## config.mk

```make
export PLATFORM = sky130hd
export DESIGN_NAME = lsu_mem_stage
export DESIGN_NICKNAME = d
export VERILOG_FILES = /design/src/rtl/lsu_pkg.sv /design/src/rtl/lsu_mem_stage_load_align.sv /design/src/rtl/lsu_mem_stage.sv
export SDC_FILE = /design/constraint.sdc
export NUM_CORES = 1
export LEC_CHECK = 0
export CORE_MARGIN = 2
export CORE_UTILIZATION = 25
export DETAILED_ROUTE_END_ITERATION = 10
export GPL_ROUTABILITY_DRIVEN = 0
export REMOVE_ABC_BUFFERS = 1
export SYNTH_ARGS = -nofsm -noshare
export SYNTH_HDL_FRONTEND = slang
export SYNTH_SLANG_ARGS = --single-unit
```

## constraint.sdc

```tcl
create_clock -name CLK -period 5.1 [get_ports CLK]
set_input_delay 1.02 -clock CLK [delete_from_list [all_inputs] [get_ports CLK]]
set_output_delay 1.02 -clock CLK [all_outputs]
set_load 0.005 [all_outputs]
```

## src/rtl/lsu_pkg.sv

```systemverilog
// lsu_pkg: shared definitions for the LSU memory stage.
//   funct3 access-size encodings, FSM state type, access-size classification
//   helper, and the data word reported on a memory timeout.
package lsu_pkg;

  localparam logic [2:0] F3_B  = 3'b000;
  localparam logic [2:0] F3_H  = 3'b001;
  localparam logic [2:0] F3_W  = 3'b010;
  localparam logic [2:0] F3_BU = 3'b100;
  localparam logic [2:0] F3_HU = 3'b101;

  localparam logic [31:0] TIMEOUT_DATA = 32'hDEAD_0000;

  typedef enum logic {
    IDLE,
    MEM_WAIT
  } lsu_state_e;

  typedef enum logic [1:0] {
    SZ_B,
    SZ_H,
    SZ_W
  } lsu_size_e;

  // Undefined encodings fall through to word access.
  function automatic lsu_size_e f3_size(input logic [2:0] f3);
    case (f3)
      F3_B, F3_BU: return SZ_B;
      F3_H, F3_HU: return SZ_H;
      default:     return SZ_W;
    endcase
  endfunction

endpackage

```

## src/rtl/lsu_mem_stage_load_align.sv

```systemverilog
// load_align: combinational load-data formatter.
//   rdata_i   [31:0] raw word returned by data memory
//   addr_lo_i [1:0]  byte offset of the access within the word
//   funct3_i  [2:0]  access type (B/H signed, BU/HU unsigned, else word)
//   data_o    [31:0] lane-selected, sign/zero-extended result
module load_align
  import lsu_pkg::*;
(
  input  logic [31:0] rdata_i,
  input  logic [1:0]  addr_lo_i,
  input  logic [2:0]  funct3_i,
  output logic [31:0] data_o
);

  logic [31:0] shifted;

  always_comb begin
    shifted = rdata_i >> {addr_lo_i, 3'b000};
    case (funct3_i)
      F3_B:    data_o = {{24{shifted[7]}}, shifted[7:0]};
      F3_H:    data_o = {{16{shifted[15]}}, shifted[15:0]};
      F3_BU:   data_o = {24'h0, shifted[7:0]};
      F3_HU:   data_o = {16'h0, shifted[15:0]};
      default: data_o = rdata_i;
    endcase
  end

endmodule

```

## src/rtl/lsu_mem_stage.sv

```systemverilog
// lsu_mem_stage: memory-access stage after execute.
//   CLK, RST            clock, synchronous active-high reset
//   valid_i / ready_o   upstream handshake (ready only in IDLE)
//   alu_res_i           effective address or pass-through ALU value
//   st_data_i, funct3_i, is_load_i, is_store_i, rd_i  instruction fields
//   mem_req/we/addr/wdata/be, mem_ack/rdata           data-memory req/ack port
//   wb_valid/we/rd/data, misalign_err                 registered writeback result
// Optional build macro LSU_TIMEOUT_EN: abandon a request after TIMEOUT_CYCLES
// cycles without mem_ack and report it as a fault with data TIMEOUT_DATA.
module lsu_mem_stage
  import lsu_pkg::*;
#(
  parameter int unsigned TIMEOUT_CYCLES = 16
) (
  input  logic        CLK,
  input  logic        RST,
  input  logic        valid_i,
  output logic        ready_o,
  input  logic [31:0] alu_res_i,
  input  logic [31:0] st_data_i,
  input  logic [2:0]  funct3_i,
  input  logic        is_load_i,
  input  logic        is_store_i,
  input  logic [4:0]  rd_i,
  output logic        mem_req,
  output logic        mem_we,
  output logic [31:0] mem_addr,
  output logic [31:0] mem_wdata,
  output logic [3:0]  mem_be,
  input  logic        mem_ack,
  input  logic [31:0] mem_rdata,
  output logic        wb_valid,
  output logic        wb_we,
  output logic [4:0]  wb_rd,
  output logic [31:0] wb_data,
  output logic        misalign_err
);

  if (TIMEOUT_CYCLES < 1) begin : g_bad_timeout
    $error("TIMEOUT_CYCLES must be at least 1");
  end

  lsu_state_e  state_q, state_d;
  logic        mem_req_q, mem_req_d;
  logic        mem_we_q, mem_we_d;
  logic [31:0] mem_addr_q, mem_addr_d;
  logic [31:0] mem_wdata_q, mem_wdata_d;
  logic [3:0]  mem_be_q, mem_be_d;
  logic        wb_valid_q, wb_valid_d;
  logic        wb_we_q, wb_we_d;
  logic [4:0]  wb_rd_q, wb_rd_d;
  logic [31:0] wb_data_q, wb_data_d;
  logic        misalign_q, misalign_d;

  // Context of the outstanding memory access
  logic        ld_q, ld_d;
  logic [2:0]  f3_q, f3_d;
  logic [1:0]  lo_q, lo_d;
  logic [4:0]  rd_q, rd_d;

  logic [31:0] ld_data;
  lsu_size_e   size;
  logic [1:0]  a_lo;
  logic        misaligned;
  logic [3:0]  be;
  logic [31:0] wdata;

`ifdef LSU_TIMEOUT_EN
  localparam int unsigned CW = $clog2(TIMEOUT_CYCLES + 1);
  logic [CW-1:0] cnt_q, cnt_d;
`endif

  load_align u_load_align (
    .rdata_i   (mem_rdata),
    .addr_lo_i (lo_q),
    .funct3_i  (f3_q),
    .data_o    (ld_data)
  );

  assign ready_o = (state_q == IDLE);

  always_comb begin
    size = f3_size(funct3_i);
    a_lo = alu_res_i[1:0];
    misaligned = ((size == SZ_H) && a_lo[0]) ||
                 ((size == SZ_W) && (a_lo != 2'b00));
    case (size)
      SZ_B:    begin be = 4'b0001 << a_lo; wdata = {4{st_data_i[7:0]}};  end
      SZ_H:    begin be = 4'b0011 << a_lo; wdata = {2{st_data_i[15:0]}}; end
      default: begin be = 4'b1111;         wdata = st_data_i;            end
    endcase
  end

  always_comb begin
    state_d     = state_q;
    mem_req_d   = mem_req_q;
    mem_we_d    = mem_we_q;
    mem_addr_d  = mem_addr_q;
    mem_wdata_d = mem_wdata_q;
    mem_be_d    = mem_be_q;
    wb_valid_d  = 1'b0;
    wb_we_d     = 1'b0;
    misalign_d  = 1'b0;
    wb_rd_d     = wb_rd_q;
    wb_data_d   = wb_data_q;
    ld_d        = ld_q;
    f3_d        = f3_q;
    lo_d        = lo_q;
    rd_d        = rd_q;
`ifdef LSU_TIMEOUT_EN
    cnt_d       = cnt_q;
`endif
    case (state_q)
      IDLE: begin
        if (valid_i) begin
          if (!(is_load_i || is_store_i)) begin
            wb_valid_d = 1'b1;
            wb_we_d    = (rd_i != 5'd0);
            wb_rd_d    = rd_i;
            wb_data_d  = alu_res_i;
          end else if (misaligned) begin
            wb_valid_d = 1'b1;
            misalign_d = 1'b1;
            wb_rd_d    = rd_i;
            wb_data_d  = alu_res_i;
          end else begin
            state_d     = MEM_WAIT;
            mem_req_d   = 1'b1;
            // Load wins when both load and store are flagged
            mem_we_d    = !is_load_i;
            mem_addr_d  = {alu_res_i[31:2], 2'b00};
            mem_be_d    = be;
            mem_wdata_d = wdata;
            ld_d        = is_load_i;
            f3_d        = funct3_i;
            lo_d        = a_lo;
            rd_d        = rd_i;
`ifdef LSU_TIMEOUT_EN
            cnt_d       = '0;
`endif
          end
        end
      end
      MEM_WAIT: begin
        if (mem_ack) begin
          state_d    = IDLE;
          mem_req_d  = 1'b0;
          wb_valid_d = 1'b1;
          wb_rd_d    = rd_q;
          wb_we_d    = ld_q && (rd_q != 5'd0);
          wb_data_d  = ld_q ? ld_data : '0;
        end
`ifdef LSU_TIMEOUT_EN
        else if (cnt_q == CW'(TIMEOUT_CYCLES - 1)) begin
          state_d    = IDLE;
          mem_req_d  = 1'b0;
          wb_valid_d = 1'b1;
          misalign_d = 1'b1;
          wb_rd_d    = rd_q;
          wb_data_d  = TIMEOUT_DATA;
        end else begin
          cnt_d = cnt_q + CW'(1);
        end
`endif
      end
      default: state_d = IDLE;
    endcase
  end

  always_ff @(posedge CLK) begin
    if (RST) begin
      state_q     <= IDLE;
      mem_req_q   <= 1'b0;
      mem_we_q    <= 1'b0;
      mem_addr_q  <= '0;
      mem_wdata_q <= '0;
      mem_be_q    <= '0;
      wb_valid_q  <= 1'b0;
      wb_we_q     <= 1'b0;
      wb_rd_q     <= '0;
      wb_data_q   <= '0;
      misalign_q  <= 1'b0;
      ld_q        <= 1'b0;
      f3_q        <= '0;
      lo_q        <= '0;
      rd_q        <= '0;
`ifdef LSU_TIMEOUT_EN
      cnt_q       <= '0;
`endif
    end else begin
      state_q     <= state_d;
      mem_req_q   <= mem_req_d;
      mem_we_q    <= mem_we_d;
      mem_addr_q  <= mem_addr_d;
      mem_wdata_q <= mem_wdata_d;
      mem_be_q    <= mem_be_d;
      wb_valid_q  <= wb_valid_d;
      wb_we_q     <= wb_we_d;
      wb_rd_q     <= wb_rd_d;
      wb_data_q   <= wb_data_d;
      misalign_q  <= misalign_d;
      ld_q        <= ld_d;
      f3_q        <= f3_d;
      lo_q        <= lo_d;
      rd_q        <= rd_d;
`ifdef LSU_TIMEOUT_EN
      cnt_q       <= cnt_d;
`endif
    end
  end

  assign mem_req      = mem_req_q;
  assign mem_we       = mem_we_q;
  assign mem_addr     = mem_addr_q;
  assign mem_wdata    = mem_wdata_q;
  assign mem_be       = mem_be_q;
  assign wb_valid     = wb_valid_q;
  assign wb_we        = wb_we_q;
  assign wb_rd        = wb_rd_q;
  assign wb_data      = wb_data_q;
  assign misalign_err = misalign_q;

endmodule

```

# After elaboration in Yosys (flattened, before gate mapping)
# Index checks and enable logic that the tools add are counted.
dict set report word_totals {
  elab_cells 87
  inputBits 110
  register_bits 120
}
dict set report op_classes {
  eq_ne 13
  muxes 34
  reduce_logical 18
  bitwise 4
  n_shift 3
}
# op n
set ops {}
lappend ops {{32-bit two-way mux} 5}
lappend ops {{32-bit case mux with 2 select lines} 2}
lappend ops {{32-bit case mux with 4 select lines} 1}
lappend ops {{32-bit by 5-bit >> shifter with 16-bit output} 1}
lappend ops {{5-bit two-way mux} 4}
lappend ops {{1-bit two-way mux} 15}
lappend ops {{3-bit == test (second input constant)} 4}
lappend ops {{5-bit case mux with 2 select lines} 1}
lappend ops {{5-bit nonzero test} 2}
lappend ops {{1-bit case mux with 2 select lines} 4}
lappend ops {{4-bit case mux with 2 select lines} 1}
lappend ops {{4-bit AND reduction} 2}
lappend ops {{3-bit by 1-bit == test with 1-bit output (second input constant)} 2}
lappend ops {{3-bit logical NOT} 2}
lappend ops {{2-bit != test (second input constant)} 3}
lappend ops {{1-bit NOT} 4}
lappend ops {{2-bit case mux with 2 select lines} 1}
lappend ops {{2-bit OR reduction} 2}
lappend ops {{4-bit OR reduction} 1}
lappend ops {{1-bit by 2-bit left shift with 4-bit output (first input constant)} 1}
lappend ops {{2-bit by 2-bit left shift with 4-bit output (first input constant)} 1}
lappend ops {{1-bit logical AND} 3}
lappend ops {{3-bit != test (second input constant)} 1}
lappend ops {{3-bit AND reduction} 1}
lappend ops {{7 further kinds} 8}

# Depth between registers and ports, before layout
# Gate-level depths: netlist of run 1.
dict set report depth {
  ltp_word 10
  mapped_depth 9
  depth_no_buf 5
}

# Hierarchy
# Synthesis of run 1 repeated with hierarchy kept, for this count alone.
dict set report hier_totals {
  hier_cells 722
  area_unflattened_um2 5801.8
}
# module cells_each seq_area_each_um2 area_each_um2 n_inst
set modules_own_cells {}
lappend modules_own_cells {lsu_mem_stage 616 2402.3 5109.9 1}
lappend modules_own_cells {load_align 106 0.0 691.9 1}

# Least setup slack after synthesis of run 1
# Ideal clock, no wire load.
dict set report synth_timing {
  path_kind {input to register}
  from {input alu_res_i[1]}
  to {register lo_q[0]}
  path_stages 9
  setup_slack_ns 2.837
  arrival_time_ns 2.131
  path_cell_list {buf_2 nor2_1 o22a_2 and2_1 buf_2 buf_4 buf_4 nand2_1 a21oi_1}
}
dict set report synth_via {
  elab_chain_len 5
}
# element line_no
set synth_rtl {}
lappend synth_rtl {{start, declared} lsu_mem_stage.sv:19} ;# input logic [31:0] alu_res_i,
lappend synth_rtl {{2-bit nonzero test} lsu_mem_stage.sv:86} ;# ((size == SZ_W) && (a_lo != 2'b00));
lappend synth_rtl {{1-bit logical AND} lsu_mem_stage.sv:86}
lappend synth_rtl {{1-bit logical OR} lsu_mem_stage.sv:85} ;# misaligned = ((size == SZ_H) && a_lo[0]) ||
lappend synth_rtl {{1-bit NOT (no line)} n/a}
lappend synth_rtl {{4-bit AND reduction (no line)} n/a}
lappend synth_rtl {{end signal, assigned} lsu_mem_stage.sv:204} ;# lo_q <= lo_d;
lappend synth_rtl {{end, declared} lsu_mem_stage.sv:58} ;# logic [1:0] lo_q, lo_d;
# Every way passes these cells.
# A chain may end at the register's enable or synchronous reset.

# Final worst setup path of run 1
dict set report layout_timing {
  from {input alu_res_i[1]}
  to {register mem_addr_q[7] (netlist: mem_addr[7])}
}
dict set report layout_via {
  elab_chain_len 5
}
# element line_no
set layout_rtl {}
lappend layout_rtl {{2-bit nonzero test} lsu_mem_stage.sv:86}
lappend layout_rtl {{1-bit logical AND} lsu_mem_stage.sv:86}
lappend layout_rtl {{1-bit logical OR} lsu_mem_stage.sv:85}
lappend layout_rtl {{1-bit NOT (no line)} n/a}
lappend layout_rtl {{4-bit AND reduction (no line)} n/a}
lappend layout_rtl {{end signal, assigned} lsu_mem_stage.sv:194} ;# mem_addr_q <= mem_addr_d;
lappend layout_rtl {{end, declared} lsu_mem_stage.sv:46} ;# logic [31:0] mem_addr_q, mem_addr_d;
# Every way passes these cells.

==> flow_summary.rst, run 1 <==
.. list-table::
   :header-rows: 1

   * - Metric
     - Value
   * - First-pass GRT wire length
     - 31.64 mm
   * - Family with the most delay on the worst path
     - buffers and inverters
   * - Flop and latch count out of synthesis
     - 120
   * - Antenna violations before repair
     - 0
   * - Multi-input combinational cell area
     - 2965 µm²
   * - TritonCTS buffer count
     - 17
   * - Die Footprint
     - 24,140 µm²
   * - Worst-Skew Late Latency
     - 0.42 ns
   * - Worst slew pin tran
     - 1.075 ns
   * - Result of the run
     - complete, no violations
   * - Proportion of synthesized area in mux cells
     - 0.05832
   * - Sequential Area
     - 2402 µm²
   * - WS Path Type
     - in -> reg
   * - Global Route Usage Sum
     - 0.1693
   * - Post-Synthesis Cell Area
     - 5728 µm²
   * - Root buffer cell
     - clkbuf_16
   * - Fraction of the mapped netlist area in adder cells
     - 0
   * - Main combinational cell family by area after synthesis
     - compound AO/OA/AOI/OAI gates
   * - Effective utilization at floorplan
     - 0.2538
   * - Final number of max-transition violations
     - 0
   * - Core Box Area
     - 22,570 µm²
   * - Count of nets after finishing
     - 993
   * - Wirelength per Cell
     - 17.41 µm
   * - Type of the worst min-delay path
     - reg -> reg
   * - CP arrival
     - 3.40 ns
   * - Simple logic cell fraction of the synthesized area
     - 0.1997
   * - Crit. Startpoint
     - alu_res_i[1]
   * - Crit share post-route
     - 0.6005
   * - Clock-pin slew on the worst setup and hold paths
     - 0.06 ns
   * - TritonCTS clock tree
     - done
   * - Vias in the first global route
     - 5,469
   * - WL final
     - 20.57 mm
   * - Cell with the largest stage delay on the worst path
     - nand2_2
   * - Crit path buf inv count
     - 2
   * - Horiz. Die Dim
     - 155.4 µm
   * - Normalized max-slew margin
     - 0.2836
   * - CTS Hold Bufs
     - 0
   * - Pin count of the biggest net entering global routing
     - 96
   * - Setup total negative slack
     - 0 ns
   * - Final setup violation count
     - 0
   * - Number of cells produced by synthesis
     - 701
   * - Routed Antenna Nets
     - 0
   * - Xor-xnor portion of the synthesized cell area
     - 0
   * - Leak Pwr
     - 2.994 nW
   * - TritonCTS sink count
     - 120
   * - Deepest clock path buffer count
     - 2
   * - Crit. End Element
     - flop
   * - Synth-to-layout area growth
     - 51.16%
   * - Critical path cell sequence
     - clkdlybuf4s50_1, nor2_1, o22a_2, nand2_2, buf_4, nand2_1, a21oi_1
   * - Critical Path RT
     - 5.44 ns
   * - Worst VDD drop
     - 0.1897 mV
   * - Chip Height
     - 155.4 µm
   * - H-tree depth
     - 4
   * - Seq/Total Area, Yosys
     - 0.4194
   * - Pre-antenna DRT Iters
     - 7
   * - Start point of the worst hold path
     - mem_wdata[1]
   * - Post-route minimum period
     - 3.062 ns
   * - Post-DR vias/cell
     - 4.810
   * - Number of max-capacitance violations reported
     - 0
   * - Total congestion overflow
     - 0
   * - Diodes inserted
     - 0
   * - FILL cells
     - 2,346
   * - Setup repair after global routing missed its margin
     - false
   * - Largest driver fanout on the critical path
     - 42
   * - Ratio of total power to cell area
     - 328.3 nW/µm²
   * - Remaining DRCs
     - 0
   * - Syn avg cell area
     - 8.171 µm²
   * - Largest stage delay on the critical path
     - 0.70 ns
   * - Count of yosys warnings during synthesis
     - 0
   * - FMAX
     - 326.5 MHz
   * - Worst setup skew after layout
     - 0.008582 ns
   * - Setup bufs post-CTS
     - 0
   * - Element type at the critical path start
     - input pin
   * - Port bufs
     - 218
   * - Post-DP Area
     - 8024 µm²
   * - Layout Cell Area excl Fill
     - 8658 µm²
   * - Post-cts repair resize count
     - 0
   * - Via count
     - 5,681
   * - Total I/O pin count
     - 221
   * - Synth Area in Compound Gates
     - 0.2558
   * - Iteration-0 DRC count of the detailed router
     - 273
   * - Count of unique library cells instantiated by Yosys
     - 44
   * - Number of rows in the core area
     - 55
   * - HPWL after detailed placement
     - 14.31 mm
   * - Fraction of final layout cells with drive strength greater than 1
     - 0.08147
   * - Critical R2R Launch
     - state_q
   * - Fin. Hold Viols
     - 0
## kinds of logic (layout without fill, tap and decap cells)
logic type | count (synthesis) | in the layout
simple gates | 265 | 265
flops | 120 | 120
mux | 32 | 32
compound gates | 205 | 205
buf+inv | 78 | 272
other cells | 1 | 2
## registers in the layout, indices dropped and copies added (netlist names)
name and cells:
f3_q 3, ld_q 1, lo_q 2, mem_addr 30, mem_be 4, mem_req 1, mem_wdata 32, mem_we 1
misalign_err 1, rd_q 5, state_q 1, wb_data 32, wb_rd 5, wb_valid 1, wb_we 1
## worst reg2reg max path, delay by kind of cell (launching register included)
kind | cells | cell delay (ns)
DFF | 1 | 0.50
and+or+nand+nor | 2 | 0.29
AOI/OAI and AO/OA | 2 | 1.15
buffers and inverters | 2 | 0.40
## layout make-up
cell class / count / share of cell area
clock buffers: 18 / 0.05072
clock inverters: 14 / 0.02254
inverters: 12 / 0.005202
multi-input cells: 504 / 0.3425
flip-flops and latches: 120 / 0.2775
well taps: 285 / 0.04118
repair buffers: 228 / 0.2604
## report_power, final
part	switching (mW)	total, mW	internal [mW]	leakage, nW
Combinational	0.233	0.494	0.262	1.70
Sequential	0.0422	1.04	1.00	0.983
Clock	0.469	1.30	0.835	0.311
## metrics by stage
| stage | utilization | cells | hold slack (ns) | total power, mW | setup slack [ns] |
|---|---|---|---|---|---|
| floorplan | - | 636 | 0.4374 | 1.248 | 1.570 |
| global placement | 0.3555 | 1149 | 0.4427 | 1.560 | 1.651 |
| detailed placement | 0.3555 | 1149 | 0.4471 | 1.563 | 1.549 |
| CTS | 0.3836 | 1181 | 0.4548 | 2.888 | 1.984 |
| global route | 0.3836 | 1181 | 0.4714 | 2.981 | 1.880 |
| finish | 0.3836 | 1181 | 0.4535 | 2.842 | 2.038 |
## per-layer routing
layer | vias up | track usage | wire (µm)
li1 | 2826 | - | -
met1 | 2644 | 0.2173 | 9028
met2 | 200 | 0.2718 | 9698
met3 | 11 | 0.06323 | 1714
met4 | 0 | 0.03626 | 124
met5 | - | 0 | 0
## synthesized netlist by cell type
library cell | instances | area (µm²)
nand2_1 | 160 | 600.6
dfxtp_1 | 120 | 2402
a21oi_1 | 95 | 475.5
nor2_1 | 50 | 187.7
clkbuf_1 | 33 | 123.9
mux2i_1 | 30 | 300.3
nand3b_1 | 18 | 135.1
buf_2 | 17 | 85.08
a311oi_1 | 16 | 140.1
a211oi_1 | 15 | 112.6
o221ai_1 | 13 | 113.9
a22oi_1 | 11 | 82.58
nor2b_1 | 11 | 68.82
o21ai_0 | 11 | 55.05
buf_4 | 10 | 75.07
inv_1 | 10 | 37.54
o221ai_2 | 10 | 150.1
a211oi_2 | 9 | 112.6
nand2b_1 | 9 | 56.30
o211ai_1 | 9 | 67.56
nor3_1 | 8 | 40.04
o22a_1 | 6 | 52.55
nand3_1 | 3 | 15.01
a22oi_2 | 2 | 25.02
and2_1 | 2 | 12.51
buf_1 | 2 | 7.510
buf_6 | 2 | 22.52
clkinv_1 | 2 | 7.510
or4_1 | 2 | 15.01
a21o_1 | 1 | 7.510
a311o_4 | 1 | 20.02
a31oi_1 | 1 | 6.260
a32oi_1 | 1 | 8.760
buf_8 | 1 | 15.01
clkbuf_2 | 1 | 5.000
conb_1 | 1 | 3.750
mux2_2 | 1 | 11.26
mux4_2 | 1 | 22.52
nor2_2 | 1 | 6.260
nor4_1 | 1 | 6.260
o21a_1 | 1 | 7.510
o21ai_2 | 1 | 8.760
o22a_2 | 1 | 10.01
o311ai_0 | 1 | 8.760
## cell usage in the layout, fill, tap and decap left out, drive strengths merged, types with 2 or more instances in the layout
master,n
nor2b,11
o221ai,23
o21ai,12
clkinv,8
nor2,51
a21oi,95
a22oi,13
nand2,160
inv,13
o211ai,9
a211oi,24
clkbuf,18
nor3,8
bufinv,4
and2,2
nand3,3
mux2i,30
nand2b,9
dfxtp,120
a311oi,16
buf,11
clkdlybuf4s50,217
nand3b,18
o22a,7
or4,2
conb,2
## final timing paths
check | end | slack, ns | depth (start not counted)
worst min register to register | mem_wdata[1] | 0.45 | 2
worst max-delay path | mem_addr[7] | 2.04 | 7
worst min-delay path | mem_wdata[1] | 0.45 | 2
worst max register to register | wb_data[2] | 2.67 | 6
(Power assumes the default switching activity.)
==> inputs of run 2 (changes only) <==
==> constraint.sdc (replaced) <==
create_clock -name CLK -period 3.1 [get_ports CLK]
set_input_delay 0.62 -clock CLK [delete_from_list [all_inputs] [get_ports CLK]]
set_output_delay 0.62 -clock CLK [all_outputs]
set_load 0.005 [all_outputs]
==> run 2 against run 1 <==
Die area stayed put. Wire length is 1.4% higher. Combinational power is 72% higher. Utilization is 0.37 points higher. Global-route usage is 0.27 points higher. Cell area is 0.97% higher. Flip-flop and latch count stayed put. Sequential power is 64% higher. Via count is 1.2% higher. Clock skew is 0.0010 ns lower. Register-to-register slack worse by 1.7 ns. Critical path type is now reg -> out. Largest cell class unchanged. Highest routed layer unchanged.
==> flow_summary.rst, run 2 (same netlist as run 1, synthesis figures left out) <==
.. list-table::
   :header-rows: 1

   * - Metric
     - Value
   * - Horiz. Die Dim
     - 155.4 µm (unchanged)
   * - Antenna violations before repair
     - 0 (unchanged)
   * - Final setup violation count
     - 0 (unchanged)
   * - Final number of max-transition violations
     - 0 (unchanged)
   * - Core Box Area
     - 22,570 µm² (unchanged)
   * - Chip Height
     - 155.4 µm (unchanged)
   * - Port bufs
     - 218 (unchanged)
   * - CTS Hold Bufs
     - 0 (unchanged)
   * - TritonCTS clock tree
     - done
   * - Fin. Hold Viols
     - 0 (unchanged)
   * - Final core occ
     - 0.3873 (+0.003714)
   * - Normalized max-slew margin
     - 0.5885 (+0.3049)
   * - Leak Pwr
     - 3.038 nW (+1.5%)
   * - Number of rows in the core area
     - 55 (unchanged)
   * - Setup bufs post-CTS
     - 0 (unchanged)
   * - Element type at the critical path start
     - flop
   * - Post-cts repair resize count
     - 0 (unchanged)
   * - Routed Antenna Nets
     - 0 (unchanged)
   * - CP arrival
     - 1.86 ns (-1.54 ns)
   * - Via count
     - 5,752 (+1.2%)
   * - Post-route minimum period
     - 2.478 ns
   * - Ratio of total power to cell area
     - 512.4 nW/µm² (+56%)
   * - Worst VDD drop
     - 0.3128 mV (+65%)
   * - Number of max-capacitance violations reported
     - 0 (unchanged)
   * - Type of the worst min-delay path
     - reg -> reg
   * - Diodes inserted
     - 0 (unchanged)
   * - Total congestion overflow
     - 0 (unchanged)
   * - Deepest clock path buffer count
     - 2 (unchanged)
   * - Global Route Usage Sum
     - 0.1719 (+0.002685)
   * - Critical path cell sequence
     - clkinv_1, clkdlybuf4s50_1
   * - TritonCTS sink count
     - 120 (unchanged)
   * - H-tree depth
     - 4 (unchanged)
   * - Most frequent standard cell in the layout excluding fill and tap cells
     - clkdlybuf4s50_1
   * - Total I/O pin count
     - 221 (unchanged)
   * - Worst-Skew Late Latency
     - 0.41 ns (about the same)
   * - First-pass GRT wire length
     - 32.53 mm (+2.8%)
   * - Clock-pin slew on the worst setup and hold paths
     - 0.06 ns (about the same)
   * - TritonCTS buffer count
     - 17 (unchanged)
   * - Critical Path RT
     - 2.48 ns (-2.96 ns)
   * - Fraction of final layout cells with drive strength greater than 1
     - 0.09031 (+0.008835)
   * - Remaining DRCs
     - 0 (unchanged)
   * - Worst setup skew after layout
     - 0.007539 ns (-0.001043 ns)
   * - Largest stage delay on the critical path
     - 0.71 ns (about the same)
   * - Count of nets after finishing
     - 1,005 (+1.2%)
   * - Pre-antenna DRT Iters
     - 6 (-1)
   * - Vias in the first global route
     - 5,640 (+3.1%)
   * - Highest signal layer in the routed design
     - met4
   * - Iteration-0 DRC count of the detailed router
     - 287 (+5.1%)
   * - Setup ws final
     - 0.6225 ns (-1.415 ns)
   * - Dpl ws
     - 0.4038 ns (-1.146 ns)
   * - FILL cells
     - 2,329 (-0.72%)
   * - Setup repair after global routing missed its margin
     - false
   * - HPWL after detailed placement
     - 14.79 mm (+3.4%)
   * - Root buffer cell
     - clkbuf_16
   * - FMAX
     - 403.6 MHz
   * - Post-DR vias/cell
     - 4.821 (+0.23%)
   * - Sum of met2 wire segment lengths after detailed routing
     - 9.308 mm (-4.0%)
   * - Result of the run
     - complete, no violations
   * - Worst slew pin tran
     - 0.6164 ns (-0.4582 ns)
   * - Most frequent cells in the layout
     - 217 x clkdlybuf4s50_1, 159 x nand2_1, 120 x dfxtp_1
   * - WS Path Type
     - reg -> out
   * - Crit share post-route
     - 0.7992
   * - Pin count of the biggest net entering global routing
     - 62 (-35%)
   * - Synth-to-layout area growth
     - 52.62%
   * - Met1 Wirelength
     - 9.787 mm (+8.4%)
   * - Cell with the largest stage delay on the worst path
     - dfxtp_1
   * - Die Footprint
     - 24,140 µm² (unchanged)
   * - Effective utilization at floorplan
     - 0.2538 (unchanged)
   * - Crit. End Element
     - primary output
   * - Wirelength per Cell
     - 17.48 µm (+0.39%)
   * - WL met3
     - 1.646 mm (-4.0%)
   * - Largest driver fanout on the critical path
     - 13 (-69%)
   * - WL final
     - 20.86 mm (+1.4%)
-- run 2: cell types whose count changed in the layout (fill, tap and decap cells not counted), sizes merged --
cell      change
inv           -3
bufinv        -2
clkinvlp      +2
clkinv        +1
buf          +12
clkbuf        +2
-- run 2: path summary, 6_finish.rpt --
kind | cells past startpoint | from | slack, ns | end
min reg2reg | 2 | mem_addr[6] | 0.45 | mem_addr[6]
min | 2 | mem_addr[6] | 0.45 | mem_addr[6]
max | 2 | state_q | 0.62 | ready_o
max reg2reg | 4 | state_q | 0.98 | wb_data[17]
-- run 2: routing by layer --
layer,GRT usage,up-vias
li1,-,2849
met1,0.2264,2691
met2,0.2762,205
met3,0.05822,7
met4,0.03145,0
met5,0,-
-- run 2: final cells by class --
class	count	area, µm²	area share
clock buffers	20	436.7	0.04995
well taps	285	356.6	0.04079
inverters	12	45.04	0.005152
repair buffers	240	2407	0.2754
flip-flops and latches	120	2402	0.2748
clock inverters	12	128.9	0.01474
multi-input cells	504	2965	0.3392
-- run 2: worst max-delay path: cells and delay by family (launching register included) --
kind,cells,cell delay (ns)
DFF,1,0.71
buffers and inverters,2,0.74
-- run 2: through the flow --
step	power (mW)	setup TNS, ns	area, µm²	hold WS, ns	instances
finish	4.479	0	8742	0.4532	1193
global route	4.694	0	8742	0.4684	1193
CTS	4.547	0	8742	0.4543	1193
detailed placement	2.596	0	8177	0.4468	1161
global placement	2.589	0	8177	0.4404	1161
floorplan	2.054	-0.2390	5398	0.4374	636
-- run 2: power breakdown --
part,switching [mW],internal [mW],leakage [nW]
clock,0.739,1.18,0.270
sequential,0.0622,1.65,0.983
combinational,0.398,0.452,1.79
==> inputs of run 3 (changes only) <==
==> constraint.sdc (replaced) <==
create_clock -name CLK -period 2 [get_ports CLK]
set_input_delay 0.4 -clock CLK [delete_from_list [all_inputs] [get_ports CLK]]
set_output_delay 0.4 -clock CLK [all_outputs]
set_load 0.005 [all_outputs]
==> run 3 against run 2 <==
Power rose by 66%. Hold slack lost 0.18 ns. First-iteration DRC count is 1.0% lower. Global-route usage is 0.24 points lower. Wire length decreased by 1.0%. Final cell count up 2.1%. Non-clock buffer count rose by 26. Clock power is 78% higher. Sequential share of layout area down 0.95 points.
==> flow_summary.rst, run 3 (same netlist as run 1, synthesis figures left out) <==
.. list-table::
   :header-rows: 1

   * - Metric
     - Value
   * - Result of the run
     - complete, no violations
   * - Overall power of the completed layout
     - 7.430 mW (+66%)
   * - WL final
     - 20.65 mm (-1.0%)
   * - Clock-pin slew on the worst setup and hold paths
     - 0.05 ns (about the same)
   * - Remaining DRCs
     - 0 (unchanged)
   * - Setup bufs post-CTS
     - 0 (unchanged)
   * - Deepest clock path buffer count
     - 2 (unchanged)
   * - Critical path cell sequence
     - nor2b_1, a31oi_1, a311o_4, buf_12, o221ai_1
   * - Post-route minimum period
     - 1.862 ns
   * - FMAX
     - 537.2 MHz
   * - Most frequent standard cell in the layout excluding fill and tap cells
     - clkdlybuf4s50_1
   * - Worst setup skew after layout
     - 0.006391 ns (-0.001148 ns)
   * - CP arrival
     - 2.19 ns (+0.33 ns)
   * - Pin count of the biggest net entering global routing
     - 60 (-3.2%)
   * - Core Box Area
     - 22,570 µm² (unchanged)
   * - Worst VDD drop
     - 0.5471 mV (+75%)
   * - Crit. End Element
     - flop
   * - Effective utilization at floorplan
     - 0.2538 (unchanged)
   * - Number of rows in the core area
     - 55 (unchanged)
   * - Critical Path RT
     - 2.33 ns (-0.15 ns)
   * - Type of the worst min-delay path
     - in -> reg
   * - Port bufs
     - 218 (unchanged)
   * - HPWL after detailed placement
     - 15.00 mm (+1.4%)
   * - Root buffer cell
     - clkbuf_16
   * - Horiz. Die Dim
     - 155.4 µm (unchanged)
   * - Cell with the largest stage delay on the worst path
     - nor2b_1
   * - CTS Hold Bufs
     - 0 (unchanged)
   * - TritonCTS buffer count
     - 17 (unchanged)
   * - Total I/O pin count
     - 221 (unchanged)
   * - Most frequent cells in the layout
     - 217 x clkdlybuf4s50_1, 159 x nand2_1, 120 x dfxtp_1
   * - Final Instance Count excl. Fillers
     - 1,218 (+2.1%)
   * - Vias in the first global route
     - 5,718 (+1.4%)
   * - Routed Antenna Nets
     - 0 (unchanged)
   * - Crit share post-route
     - 0.9308
   * - Setup repair after global routing missed its margin
     - false
   * - Die Footprint
     - 24,140 µm² (unchanged)
   * - Final number of max-transition violations
     - 0 (unchanged)
   * - Diodes inserted
     - 0 (unchanged)
   * - WS Path Type
     - reg -> reg
   * - Antenna violations before repair
     - 0 (unchanged)
   * - Global Route Usage Sum
     - 0.1695 (-0.002431)
   * - Worst-Skew Late Latency
     - 0.41 ns (about the same)
   * - H-tree depth
     - 4 (unchanged)
   * - Number of max-capacitance violations reported
     - 0 (unchanged)
   * - Ratio of total power to cell area
     - 820.4 nW/µm² (+60%)
   * - Fraction of final layout cells with drive strength greater than 1
     - 0.1158 (+0.02545)
   * - Element type at the critical path start
     - flop
   * - TritonCTS clock tree
     - done
   * - Total congestion overflow
     - 0 (unchanged)
   * - Post-cts repair resize count
     - 1 (+1)
   * - Wirelength per Cell
     - 16.95 µm (-3.0%)
   * - Normalized max-slew margin
     - 0.6469 (+0.05835)
   * - Number of cells in the design after placement
     - 1,187 (+2.2%)
   * - Pre-antenna DRT Iters
     - 4 (-2)
   * - Chip Height
     - 155.4 µm (unchanged)
   * - Synth-to-layout area growth
     - 58.10%
   * - Largest driver fanout on the critical path
     - 16 (+3)
   * - Count of nets after finishing
     - 1,031 (+2.6%)
   * - Worst slew pin tran
     - 0.5286 ns (-0.08777 ns)
   * - Largest stage delay on the critical path
     - 0.46 ns (-0.25 ns)
   * - Iteration-0 DRC count of the detailed router
     - 284 (-1.0%)
   * - Post-DR vias/cell
     - 4.779 (-0.88%)
   * - Via count
     - 5,821 (+1.2%)
   * - TritonCTS sink count
     - 120 (unchanged)
   * - Fin. Hold Viols
     - 0 (unchanged)
   * - Leak Pwr
     - 3.222 nW (+6.1%)
   * - First-pass GRT wire length
     - 31.73 mm (-2.5%)
   * - Final setup violation count
     - 0 (unchanged)
==> run 3: power by group <==
part	leakage [nW]	internal (mW)	switching, mW
combinational	1.93	0.746	0.631
sequential	0.983	2.55	0.0835
clock	0.313	2.30	1.11
total	3.22	5.60	1.83
==> run 3: layout make-up <==
class                   instances  area, µm²
well taps                     285      356.6
fillers                      2311      13520
flip-flops and latches        120       2402
clock inverters                 8      167.7
repair buffers                266       2640
multi-input cells             504       2965
clock buffers                  23      478.0
inverters                      12      46.29
==> run 3: metrics by stage <==
stage	hold WS (ns)	worst slack, ns	utilization	cell area [µm²]	TNS [ns]
floorplan	0.4374	-0.9099	-	5398	-75.76
CTS	0.2548	0.1361	0.4012	9056	0
finish	0.2742	0.1383	0.4012	9056	0
global placement	0.4413	-0.2128	0.3726	8409	-16.11
detailed placement	0.4473	-0.2168	0.3726	8409	-15.31
global route	0.2623	0.03599	0.4012	9056	0
==> run 3: metal layers <==
metal / global-route usage / wire length, µm / up-vias
li1: - / - / 2906
met2: 0.2714 / 9215 / 202
met5: 0 / 0 / -
met3: 0.06184 / 1680 / 12
met4: 0.04369 / 207 / 0
met1: 0.2162 / 9544 / 2701
==> run 3: final timing paths <==
path                 start       endpoint  slack, ns  cells after the start
max                lo_q[0]    wb_data[16]       0.14                      5
min                    RST        lo_q[1]       0.27                      2
max reg2reg        lo_q[0]    wb_data[16]       0.14                      5
min reg2reg  mem_wdata[28]  mem_wdata[28]       0.45                      2
==> run 3: critical path: cells and delay by family, from the launching register on <==
family,cells,cell delay [ns]
AO/OA/AOI/OAI,3,0.78
flip-flops,1,0.37
buffers and inverters,1,0.16
AND/OR/NAND/NOR,1,0.46
==> variant: new RTL, config.mk and constraints of run 2 <==
Make the reset (`RST`) asynchronous in one clocked block. Comments in the files are not updated.
--- a/src/rtl/lsu_mem_stage.sv
+++ b/src/rtl/lsu_mem_stage.sv
@@ -168,5 +168,5 @@
   end
 
-  always_ff @(posedge CLK) begin
+  always_ff @(posedge CLK or posedge RST) begin
     if (RST) begin
       state_q     <= IDLE;
Behaviour: differs if RST is asserted again (counterexample within 4 cycles, from zero or initial values and one cycle with RST high); with RST held inactive, the same outputs for 4 cycles.
==> variant against run 2 <==
- cell count about the same
- sequential cell count is the same
- routed wire length hardly changed
- die area up 3.0%
- count of clock-buffer cells in the layout up 1
- final area rose by 3.4%
- setup slack worse by 0.26 ns
- first-iteration DRC count did not move
- via count fell by 3.3%
- synthesized area rose by 3.1%
- synthesized cell count fell by 7.8%
- critical path type is now in -> reg
- highest routed layer unchanged
Power is not compared: it rests on default switching activity, and its combinational part moved more than twofold at a synthesized area within 25%.
==> variant: results (changes against run 2) <==
| Metric | Value |
|---|---|
| Status | `complete, no violations (unchanged)` |
| # nets final | `970 (was 1005)` |
| DP HPWL | `14.8 mm (about the same)` |
| Slowest CP cell | `a221oi_4 (was dfxtp_1)` |
| Synth cell types | `47 (was 44)` |
| Clock Skews | `0.0127 ns (was 0.00754 ns)` |
| Avg WL per Cell | `17.5 um (about the same)` |
| Via density | `4.66 (was 4.82)` |
| Layout cells sized above 1 | `8.36% (was 9.03%)` |
| Global Route Usage Sum | `16.9% (was 17.2%)` |
| Worst EP arrival | `3.00 ns (was 1.86 ns)` |
| Cells after Synth | `646 (was 701)` |
| First-pass GRT wire length | `32.0 mm (was 32.5 mm)` |
| Commonest cells in the netlist | `nand2_1 (190), dfrtp_1 (120), nor2_1 (51) (was nand2_1 (160), dfxtp_1 (120), a21oi_1 (95))` |
| Vias in the first global route | `5569 (was 5640)` |
| Slew of the pin with the lowest slew margin | `1.13 ns (was 0.616 ns)` |
| FILL cells | `2363 (was 2329)` |
| Crit-path max FO | `16 (was 13)` |
| Top cells by area, synth | `dfrtp_1 (51%), nand2_1 (12%), mux2i_1 (6.1%) (was dfxtp_1 (42%), nand2_1 (10%), a21oi_1 (8.3%))` |
| Met1 Wirelength | `9.46 mm (was 9.79 mm)` |
| Inst Count DP | `1160 (was 1161)` |
| Crit-path max cell delay | `0.91 ns (was 0.71 ns)` |
| Met2 WL post-DR | `9.45 mm (was 9.31 mm)` |
| Post-synthesis sequential area ratio | `50.9% (was 41.9%)` |
| Met1 usage | `21.9% (was 22.6%)` |
| Routed WL | `20.8 mm (was 20.9 mm)` |
| Critical path's top delay family | `compound AO/OA/AOI/OAI gates (was buffers and inverters)` |
variant: logic make-up after synthesis:
group	share of synthesized area, %
simple gates	20.9
compound gates	17.0
flops	50.9
buf+inv	4.09
mux	6.74
xor+xnor	0.297
other cells	0.0635
variant: final timing paths:
| path | start | slack [ns] | end | cells past startpoint |
|---|---|---|---|---|
| min in group asynchronous | RST | 0.57 | mem_wdata[9]$_DFFE_PP0P_ | 2 |
| min reg2reg | mem_addr[20]$_DFFE_PP0P_ | 0.47 | mem_addr[20]$_DFFE_PP0P_ | 2 |
| max | mem_rdata[31] | 0.36 | wb_data[31]$_DFFE_PP0P_ | 5 |
| max reg2reg | lo_q[1]$_DFFE_PP0P_ | 0.59 | wb_data[31]$_DFFE_PP0P_ | 4 |
| min | mem_addr[20]$_DFFE_PP0P_ | 0.47 | mem_addr[20]$_DFFE_PP0P_ | 2 |
| max in group asynchronous | RST | 1.73 | wb_data[27]$_DFFE_PP0P_ | 3 |
variant: final cells by class:
type	instances	share of cell area (%)
multi-input cells	472	29.7
well taps	319	4.41
clock buffers	21	4.98
repair buffers	243	26.6
clock inverters	11	0.844
flip-flops and latches	120	33.2
inverters	6	0.277
variant: where the power goes:
| part | leakage, nW | total, mW | internal [mW] | switching, mW |
|---|---|---|---|---|
| clock | 0.249 | 1.80 | 1.04 | 0.762 |
| sequential | 1.45 | 2.25 | 1.98 | 0.269 |
| combinational | 2.14 | 2.05 | 1.17 | 0.885 |
| total | 3.84 | 6.11 | 4.19 | 1.92 |
variant: worst min-delay path, stage by stage (launching register included):
cell and delay [ns]:
dfrtp_1 0.34, nand2_1 0.05, nand2_1 0.05
variant: through the flow:
step | setup TNS, ns | area (um2)
finish | 0 | 9040
global placement | -0.119 | 8520
global route | 0 | 9040
floorplan | -92.50 | 5690
detailed placement | -0.956 | 8520
CTS | 0 | 9040
